[src/rtl/text_writer_if.sv]
// Byte-stream input and character-buffer write port of the text writer.
// The slave side is the writer; the master side is the feeder/buffer.
interface text_writer_if #(
  parameter int ADDR_W = 13
);
  logic              in_valid;
  logic [7:0]        in_data;
  logic              in_ready;
  logic              wr_en;
  logic [ADDR_W-1:0] wr_addr;
  logic [7:0]        wr_data;

  modport master (
    output in_valid, in_data,
    input  in_ready, wr_en, wr_addr, wr_data
  );

  modport slave (
    input  in_valid, in_data,
    output in_ready, wr_en, wr_addr, wr_data
  );
endinterface

[src/rtl/text_writer.sv]
// Converts a byte stream into character-buffer writes for a
// wrap-around text terminal: cursor, CR/LF/BS/FF, line and screen clears.
module text_writer #(
  parameter int         COLS   = 106,
  parameter int         ROWS   = 60,
  parameter int         ADDR_W = 13,
  parameter logic [7:0] FILL   = 8'h20
) (
  input  logic         clk_25,
  input  logic         rst_n,
  text_writer_if.slave bus,
  output logic         busy,
  output logic [6:0]   cursor_col,
  output logic [5:0]   cursor_row
);

  typedef enum logic [1:0] {
    CLR_SCR,
    CLR_LINE,
    IDLE
  } state_e;

  localparam logic [ADDR_W-1:0] LAST_A = ADDR_W'(COLS*ROWS-1);
  localparam logic [ADDR_W-1:0] COLS_A = ADDR_W'(COLS);
  localparam logic [ADDR_W-1:0] CM1_A  = ADDR_W'(COLS-1);
  localparam logic [ADDR_W-1:0] ONE_A  = ADDR_W'(1);
  localparam logic [6:0]        COL_MX = 7'(COLS-1);
  localparam logic [5:0]        ROW_MX = 6'(ROWS-1);

  state_e            state_q, state_d;
  logic [ADDR_W-1:0] cnt_q, cnt_d;
  logic [ADDR_W-1:0] base_q, base_d;
  logic [ADDR_W-1:0] addr_q, addr_d;
  logic [6:0]        col_q, col_d;
  logic [5:0]        row_q, row_d;
  logic              wen_q, wen_d;
  logic [7:0]        data_q, data_d;

  logic [ADDR_W-1:0] clr_last;
  logic [ADDR_W-1:0] cur_addr;
  logic [ADDR_W-1:0] bs_addr;
  logic [ADDR_W-1:0] nxt_base;
  logic [5:0]        nxt_row;
  logic              is_prt;
  logic              is_lf;
  logic              is_cr;
  logic              is_bs;
  logic              is_ff;

  assign bus.in_ready = (state_q == IDLE);
  assign busy         = (state_q != IDLE);
  assign bus.wr_en    = wen_q;
  assign bus.wr_addr  = addr_q;
  assign bus.wr_data  = data_q;
  assign cursor_col   = col_q;
  assign cursor_row   = row_q;

  // base_q tracks row*COLS so no multiplier is needed
  assign clr_last = (state_q == CLR_SCR) ? LAST_A
                                         : base_q + CM1_A;
  assign cur_addr = base_q + ADDR_W'(col_q);
  assign bs_addr  = base_q + ADDR_W'(col_q - 7'd1);
  assign nxt_row  = (row_q == ROW_MX) ? '0 : row_q + 6'd1;
  assign nxt_base = (row_q == ROW_MX) ? '0 : base_q + COLS_A;

  assign is_prt = (bus.in_data >= 8'h20) && (bus.in_data != 8'h7F);
  assign is_lf  = (bus.in_data == 8'h0A);
  assign is_cr  = (bus.in_data == 8'h0D);
  assign is_bs  = (bus.in_data == 8'h08);
  assign is_ff  = (bus.in_data == 8'h0C);

  always_comb begin
    state_d = state_q;
    cnt_d   = cnt_q;
    base_d  = base_q;
    col_d   = col_q;
    row_d   = row_q;
    wen_d   = 1'b0;
    addr_d  = addr_q;
    data_d  = data_q;
    unique case (state_q)
      CLR_SCR, CLR_LINE: begin
        wen_d  = 1'b1;
        addr_d = cnt_q;
        data_d = FILL;
        cnt_d  = cnt_q + ONE_A;
        if (cnt_q == clr_last) state_d = IDLE;
      end
      IDLE: begin
        if (bus.in_valid) begin
          unique case (1'b1)
            is_prt: begin
              wen_d  = 1'b1;
              addr_d = cur_addr;
              data_d = bus.in_data;
              if (col_q != COL_MX) begin
                col_d = col_q + 7'd1;
              end else begin
                col_d   = '0;
                row_d   = nxt_row;
                base_d  = nxt_base;
                cnt_d   = nxt_base;
                state_d = CLR_LINE;
              end
            end
            is_lf: begin
              col_d   = '0;
              row_d   = nxt_row;
              base_d  = nxt_base;
              cnt_d   = nxt_base;
              state_d = CLR_LINE;
            end
            is_cr: col_d = '0;
            is_bs: begin
              if (col_q != 7'd0) begin
                col_d  = col_q - 7'd1;
                wen_d  = 1'b1;
                addr_d = bs_addr;
                data_d = FILL;
              end
            end
            is_ff: begin
              col_d   = '0;
              row_d   = '0;
              base_d  = '0;
              cnt_d   = '0;
              state_d = CLR_SCR;
            end
            default: ;
          endcase
        end
      end
      default: state_d = CLR_SCR;
    endcase
  end

  always_ff @(posedge clk_25 or negedge rst_n) begin
    if (!rst_n) begin
      state_q <= CLR_SCR;
      cnt_q   <= '0;
      base_q  <= '0;
      col_q   <= '0;
      row_q   <= '0;
      wen_q   <= 1'b0;
      addr_q  <= '0;
      data_q  <= '0;
    end else begin
      state_q <= state_d;
      cnt_q   <= cnt_d;
      base_q  <= base_d;
      col_q   <= col_d;
      row_q   <= row_d;
      wen_q   <= wen_d;
      addr_q  <= addr_d;
      data_q  <= data_d;
    end
  end

endmodule

[src/flat_wrapper.sv]
// flat-port wrapper written by rule: the top's interface ports become plain ports
module text_writer_flat 
#(
  parameter int         COLS   = 106,
  parameter int         ROWS   = 60,
  parameter int         ADDR_W = 13,
  parameter logic [7:0] FILL   = 8'h20
)
  (clk_25, rst_n, busy, cursor_col, cursor_row, bus_in_valid, bus_in_data, bus_in_ready, bus_wr_en, bus_wr_addr, bus_wr_data);
  text_writer_if #(.ADDR_W(ADDR_W)) bus_i ();
  input  logic clk_25;
  input  logic rst_n;
  output logic busy;
  output logic [6:0] cursor_col;
  output logic [5:0] cursor_row;
  input wire logic [$bits(bus_i.in_valid)-1:0] bus_in_valid;
  input wire logic [$bits(bus_i.in_data)-1:0] bus_in_data;
  output wire logic [$bits(bus_i.in_ready)-1:0] bus_in_ready;
  output wire logic [$bits(bus_i.wr_en)-1:0] bus_wr_en;
  output wire logic [$bits(bus_i.wr_addr)-1:0] bus_wr_addr;
  output wire logic [$bits(bus_i.wr_data)-1:0] bus_wr_data;
  assign bus_i.in_valid = bus_in_valid;
  assign bus_i.in_data = bus_in_data;
  assign bus_in_ready = bus_i.in_ready;
  assign bus_wr_en = bus_i.wr_en;
  assign bus_wr_addr = bus_i.wr_addr;
  assign bus_wr_data = bus_i.wr_data;
  text_writer #(.COLS(COLS), .ROWS(ROWS), .ADDR_W(ADDR_W), .FILL(FILL)) u_core (.clk_25(clk_25), .rst_n(rst_n), .bus(bus_i), .busy(busy), .cursor_col(cursor_col), .cursor_row(cursor_row));
endmodule
[config.mk]
export PLATFORM = sky130hd
export DESIGN_NAME = text_writer_flat
export DESIGN_NICKNAME = d
export VERILOG_FILES = /design/src/rtl/text_writer_if.sv /design/src/rtl/text_writer.sv /design/src/flat_wrapper.sv
export SDC_FILE = /design/constraint.sdc
export NUM_CORES = 1
export LEC_CHECK = 0
export BUFFER_PORTS_ARGS = -buffer_cell sky130_fd_sc_hd__buf_2
export CAP_MARGIN = 30
export CORE_ASPECT_RATIO = 0.6
export CORE_MARGIN = 3
export CORE_UTILIZATION = 55
export CTS_BUF_LIST = sky130_fd_sc_hd__clkbuf_16
export DETAILED_ROUTE_END_ITERATION = 10
export PLACE_DENSITY = 0.81
export SLEW_MARGIN = 20
export SYNTH_ARGS = -nofsm -noshare
export SYNTH_HDL_FRONTEND = slang
export SYNTH_SLANG_ARGS = --single-unit
export TNS_END_PERCENT = 30
[constraint.sdc]
create_clock -name clk_25 -period 6.9 [get_ports clk_25]
set_input_delay 0.69 -clock clk_25 [delete_from_list [all_inputs] [get_ports clk_25]]
set_output_delay 0.69 -clock clk_25 [all_outputs]
set_load 0.01 [all_outputs]
* After elaboration in Yosys (flattened, before gate mapping)
Cells that the tools add are included.
Widths: inputs -> output; s select.
** Word-level totals
- Flip-flop bits (word level) :: 63
- Input bits :: 11
- Output and inout bits :: 37
** Operators by class
- Add/sub/neg operators :: 9
- Order comparisons :: 1
- Equal/unequal tests :: 19
- Mux-type cells :: 29
- Reduce and logical (&&, ||, !) cells :: 13
** Operators with widths (count)
- $mux 13 :: 6
- $pmux 13 s2 :: 3
- $pmux 13 s3 :: 1
- $eq 8x4->1 const B :: 4
- $pmux 8 s2 :: 2
- $add 13x7->13 const B :: 2
- $pmux 7 s3 :: 1
- $reduce_and 4->1 :: 5
- $pmux 6 s3 :: 1
- $mux 8 :: 2
- $mux 7 :: 2
- $add 13x1->13 const B :: 1
- $add 13x13->13 :: 1
- $add 13x7->13 :: 1
- $eq 13x13->1 :: 1
- $mux 6 :: 2
- $ge 8x6->1 const B :: 1
- $ne 2x2->1 const B :: 4
- $ne 8x7->1 const B :: 1
- $sub 7x1->8 const B :: 1
- $add 7x1->7 const B :: 1
- $ne 7x7->1 const B :: 1
- $reduce_bool 7->1 :: 1
- $sub 7x1->7 const B :: 1
- other kinds (19) :: 25

* Longest topological paths before layout
- Word-level depth :: 6
- Gate-level depth with buffers :: 16

* Worst setup path before layout
OpenSTA, ideal clock, no wires.
- Kind :: input port to flip-flop
- Start :: input bus_in_data[4]
- End :: register u_core.addr_q[12] (netlist: u_core.bus.wr_addr[12])
- Arrival :: 3.208 ns
- Data required time :: 6.774 ns
- Setup slack :: 3.566 ns
- Stages on the path :: 16
- Buffers on the path :: 1
- Cells stage by stage :: nor4_2 > nand4_1 > inv_1 > buf_2 > ha_1 > inv_1 > ha_1 > inv_1 > fa_1 > nor2b_1 > o31ai_1 > a21oi_1 > o21ai_0 > nand3_1 > a21boi_0 > a221o_1
** On the way
- Cells in the longest elaborated chain, start to end :: 5
- Elaborated cells on any way between the ends :: 10
** RTL lines
- from (decl) :: RTL line flat_wrapper.sv:17 : input wire logic [$bits(bus_i.in_data)-1:0] bus_in_data;
- $ge 8x6->1 or $ne 8x7->1 (tied branches) :: RTL line text_writer.sv:66 : assign is_prt = (bus.in_data >= 8'h20) && (bus.in_data != 8'h7F);
- $logic_and 1x1->1 :: RTL line text_writer.sv:66
- $pmux 13 s2 :: RTL line text_writer.sv:91 : unique case (1'b1)
- $mux 13 :: RTL line text_writer.sv:90 : if (bus.in_valid) begin
- $pmux 13 s2 :: RTL line text_writer.sv:81 : unique case (state_q)
- to (signal assigned) :: RTL line text_writer.sv:154 : addr_q <= addr_d;
- to (decl) :: RTL line text_writer.sv:33 : logic [ADDR_W-1:0] addr_q, addr_d;
Several ways; a longest one is shown, not always the timed one. The select of a mux whose other input is x is not followed.
A chain may end at the register's enable or synchronous reset.

* Worst setup path after layout
- Start :: input bus_in_data[5]
- End :: register u_core.addr_q[12] (netlist: u_core.bus.wr_addr[12])
Same word-level chain as after synthesis.

==> impl_summary.txt <==
----------------------------------------------------
[Layout]
  Area growth from synthesis to layout ... 11.6%
  NumNets Final ... 656
  Number of fill cells ... between 700 and 800
  Antenna cell count ... 0
  Proportion of layout cells with a drive suffix above 1 ... 13.7%
  Number of cells in the finished layout apart from fillers ... 737

[Synth]
  Synthesized-area fraction occupied by and/or/nand/nor cells ... a little over a fifth
  Fraction of registers with async set or reset after synthesis ... 100%
  Synthesis-stage register bit count ... 63
  Syn_area_per_cell ... approximately 8 µm²
  Adder and majority gate portion of the synthesized area ... roughly 5.7%
  Predominant post-synthesis flop cell ... sky130_fd_sc_hd__dfrtp_1
  Top cells by area, synth ... sky130_fd_sc_hd__dfrtp_1 (33%), sky130_fd_sc_hd__a21oi_1 (5.2%), sky130_fd_sc_hd__ha_1 (5.2%), sky130_fd_sc_hd__o21ai_0 (5.1%), sky130_fd_sc_hd__nand2_1 (4.8%)
  Number of enable flip-flop cells after synthesis ... 0
  Cell area after synthesis ... around 4800 µm²
  Share of the synthesized area in the top cell type ... between 30% and 40%
  Largest family of logic cells by synthesized area ... compound AO/OA/AOI/OAI gates
  Number of instances in the synthesized netlist ... about 600
  Post-Synth XOR/XNOR Area ... 6.24%
  Most area-hungry cell type in the Yosys netlist ... sky130_fd_sc_hd__dfrtp_1
  Yosys warnings ... 0
  Synthesized netlist net count ... around 630
  Proportion of synthesized area in mux cells ... less than 1%
  Unique cell type count in the Yosys netlist ... 71
  Post-synthesis compound-gate area fraction ... 27.3%
  Proportion of synthesized chip area in sequential cells ... 33.0%

[CTS]
  Clock root buffer ... sky130_fd_sc_hd__clkbuf_16
  CTS tree ... yes
  Number of sinks on the clock net ... 63
  H-Tree Depth ... 3
  Hold bufs inserted after CTS ... 0
  Total clock buffers created by CTS ... 9
  # Post-CTS Setup Buffers ... 0
  Post-CTS sizing ... 0
  Maximum number of buffers from clock root to sink ... 2
  Post-CTS clock slew at the launch and capture registers of the worst setup and hold paths ... 0.06 ns
  Clk Latency, worst-skew pair ... between 0.3 and 0.4 ns

[Status]
  Status ... complete, no violations

[Min path]
  Hold-critical path depth ... 2
  Worst Hold Class ... register to register

[Place]
  Number of placed instances with taps included ... approximately 720
  Buffers added on ports ... 47
  Final GP Congestion ... 0.920
  Setup Slack @ Placement ... approximately 2.6 ns
  Dpl hpwl ... 9.83 mm

[Drt]
  Router iterations before antenna repair ... 5
  DRC ... 0
  Routed len/inst ... between 15 and 20 µm
  Via Count ... around 4800
  Total wire length after detailed routing ... approximately 14 mm
  1st-iter DRT viols ... ~540
  Via/cell ratio ... 6.52
  Antenna-violating nets left ... 0

[Setup path]
  Family of cells with the greatest summed delay on the critical path ... simple AND/OR/NAND/NOR gates
  CP bufs+invs ... 4
  Most repeated library cell on the critical path ... sky130_fd_sc_hd__inv_1
  Critical Path Source Type ... input pin
  Number of gates on the worst path with buffers counted ... 16
  Slowest cell delay on critical path ... between 0.4 and 0.5 ns
  Data arrival time of the worst path ... 4.31 ns
  Logic depth of the worst register-to-register path ... 14
  Top fanout value on the critical path ... 12
  Critical path class ... input pin to register
  List of cells traversed by the critical path ... buf_2, nor4_2, nand4_1, inv_1, ha_1, inv_1, ha_1, inv_1, fa_1, nor2b_1, o31ai_1, a21oi_1, o21ai_0, nand3_1, a21boi_0, a221o_1
  CP max-delay cell ... sky130_fd_sc_hd__nand4_1
  WP data required ... between 7 and 8 ns
  Worst setup EP type ... register

[STA]
  Sum of negative setup slack ... 0 ns
  Total count of max-transition violations in the final report ... 0
  Period utilisation layout ... around three fifths
  Smallest setup slack after layout ... approximately 2.8 ns
  Max-slew headroom at the worst pin ... between 40% and 50%
  Count of endpoints failing hold in the final timing report ... 0
  WHS ... between 0.4 and 0.5 ns
  Clk_skew ... just over 0.007 ns
  Endpoints failing setup ... 0
  Highest clock rate ... 245 MHz
  Transition time at the pin with the least slew margin ... 0.833 ns
  Unrepaired setup endpoints after global routing ... no
  Time the worst path needs with I/O delays and setup ... 4.09 ns

[Pwr]
  Overall power consumption ... around 2.1 mW
  Internal Dissipation ... about 1.2 mW
  Share of total power consumed by net switching ... between 40% and 50%
  Share of power burned in registers ... a little under a third
  Switch Pwr ... between 0.9 and 1 mW
  Clock network power share ... 21.0%
  Portion of total power attributed to combinational logic ... a little under half
  Leak pwr ... 2.37 nW
  PD cells ... roughly 400 nW/µm²
  IR drop worst, VDD ... 0.231 mV

[GRT]
  Wire length of the first global-routing pass ... 22.7 mm
  Number of antenna violations at the first check in global routing ... 0
  Overall Global Routing Usage ... 28.4%
  Number of global-route vias before repair ... 4439
  Largest net degree at the start of global routing ... between 60 and 70
  Leftover overflow at the end of global routing ... 0

[Floorplanning]
  Placement row count ... 25
  Die width ... 126 µm
  Die area ... approximately 9900 µm²
  Number of I/O pins ... 48
  Die Ht ... 78.1 µm
  Core region area ... around 8100 µm²
  Initial cell density of the core ... roughly three fifths

[Job]
  Reported max-cap violation count ... 0

----------------------------------------------------
==> cell usage in the layout (no fill, tap or decap), types with 20 or more instances in the layout <==
cell type                 synthesis  layout
sky130_fd_sc_hd__a21oi_1         50      50
sky130_fd_sc_hd__dfrtp_1         63      63
sky130_fd_sc_hd__buf_2           11      47
sky130_fd_sc_hd__nand2_1         61      61
sky130_fd_sc_hd__nor2_1          55      55
sky130_fd_sc_hd__ha_1            20      20
sky130_fd_sc_hd__inv_1           22      24
sky130_fd_sc_hd__nand3_1         23      23
sky130_fd_sc_hd__o21ai_0         49      49
sky130_fd_sc_hd__xnor2_1         24      24
==> per-stage QoR <==
step | cell area, µm² | util (%)
2_1_floorplan | 4770 | -
3_3_place_gp | 5040 | 62.0
3_5_place_dp | 5040 | 62.0
4_1_cts | 5320 | 65.4
5_1_grt | 5320 | 65.4
6_report | 5320 | 65.4
==> cell families (layout without fill, tap and decap cells) <==
| kind of cell | count (synthesis) | after routing |
|---|---|---|
| adder cells (fa/ha/maj) | 21 | 21 |
| XOR/XNOR | 34 | 34 |
| buffers and inverters | 59 | 93 |
| flip-flops | 63 | 63 |
| multiplexers | 3 | 3 |
| AO/OA/AOI/OAI | 202 | 202 |
| AND/OR/NAND/NOR | 213 | 213 |
==> final cells by class <==
| class | instances | area, µm² | area share (%) |
|---|---|---|---|
| multi-input cells | 473 | 2950 | 55.5 |
| flip-flops and latches | 63 | 1580 | 29.6 |
| repair buffers | 55 | 295 | 5.55 |
| clock buffers | 9 | 225 | 4.23 |
| well taps | 108 | 135 | 2.54 |
| inverters | 22 | 82.6 | 1.55 |
| clock inverters | 7 | 56.3 | 1.06 |
==> flip-flops by register name, summed over array words and instances (netlist names) <==
signal,cells
u_core.base_q,13
u_core.bus.wr_addr,13
u_core.cnt_q,13
u_core.bus.wr_data,8
u_core.cursor_col,7
u_core.cursor_row,6
u_core.state_q,2
u_core.bus.wr_en,1
==> synthesized netlist by cell type (5+ instances only) <==
cell type	instances
sky130_fd_sc_hd__dfrtp_1	63
sky130_fd_sc_hd__nand2_1	61
sky130_fd_sc_hd__nor2_1	55
sky130_fd_sc_hd__a21oi_1	50
sky130_fd_sc_hd__o21ai_0	49
sky130_fd_sc_hd__xnor2_1	24
sky130_fd_sc_hd__clkbuf_1	23
sky130_fd_sc_hd__nand3_1	23
sky130_fd_sc_hd__inv_1	22
sky130_fd_sc_hd__ha_1	20
sky130_fd_sc_hd__a31oi_1	16
sky130_fd_sc_hd__nor3_1	16
sky130_fd_sc_hd__buf_2	11
sky130_fd_sc_hd__nand2b_1	11
sky130_fd_sc_hd__a21o_1	10
sky130_fd_sc_hd__xor2_1	10
sky130_fd_sc_hd__a22oi_1	9
sky130_fd_sc_hd__o31ai_1	8
sky130_fd_sc_hd__nand4_1	7
sky130_fd_sc_hd__nor2b_1	7
sky130_fd_sc_hd__o21a_1	7
sky130_fd_sc_hd__a211oi_1	5
sky130_fd_sc_hd__o21bai_1	5
sky130_fd_sc_hd__o22ai_1	5
==> power groups by stage <==
stage / combinational [mW] / clock [mW] / sequential, mW
finish: 0.995 / 0.440 / 0.657
global route: 1.11 / 0.460 / 0.677
CTS: 0.982 / 0.443 / 0.650
detailed placement: 0.975 / 0 / 0.653
global placement: 0.948 / 0 / 0.650
floorplan: 0.707 / 0 / 0.617
==> worst min-delay path, stage by stage (launching register included) <==
cell	delay, ns
sky130_fd_sc_hd__dfrtp_1	0.33
sky130_fd_sc_hd__nand2_1	0.05
sky130_fd_sc_hd__o21ai_0	0.06
==> per-layer routing <==
layer | wire, µm | vias up | GRT usage [%]
met1 | 6550 | 2296 | 42.5
met4 | 205 | 0 | 7.92
li1 | - | 2219 | -
met2 | 5670 | 258 | 41.1
met5 | 0 | - | 0
met3 | 1300 | 35 | 6.46
==> final timing paths <==
check                                    endpoint  slack (ns)             startpoint
setup / recovery           u_core.bus.wr_addr[12]        2.81         bus_in_data[5]
hold / removal              u_core.bus.wr_addr[4]        0.48  u_core.bus.wr_addr[4]
setup reg to reg           u_core.bus.wr_addr[12]        3.36   u_core.cursor_col[0]
hold reg to reg             u_core.bus.wr_addr[4]        0.48  u_core.bus.wr_addr[4]
max in group asynchronous   u_core.bus.wr_data[3]        5.82                  rst_n
min in group asynchronous       u_core.base_q[12]        0.54                  rst_n
No activity file was read; power rests on OpenSTA's default activity.
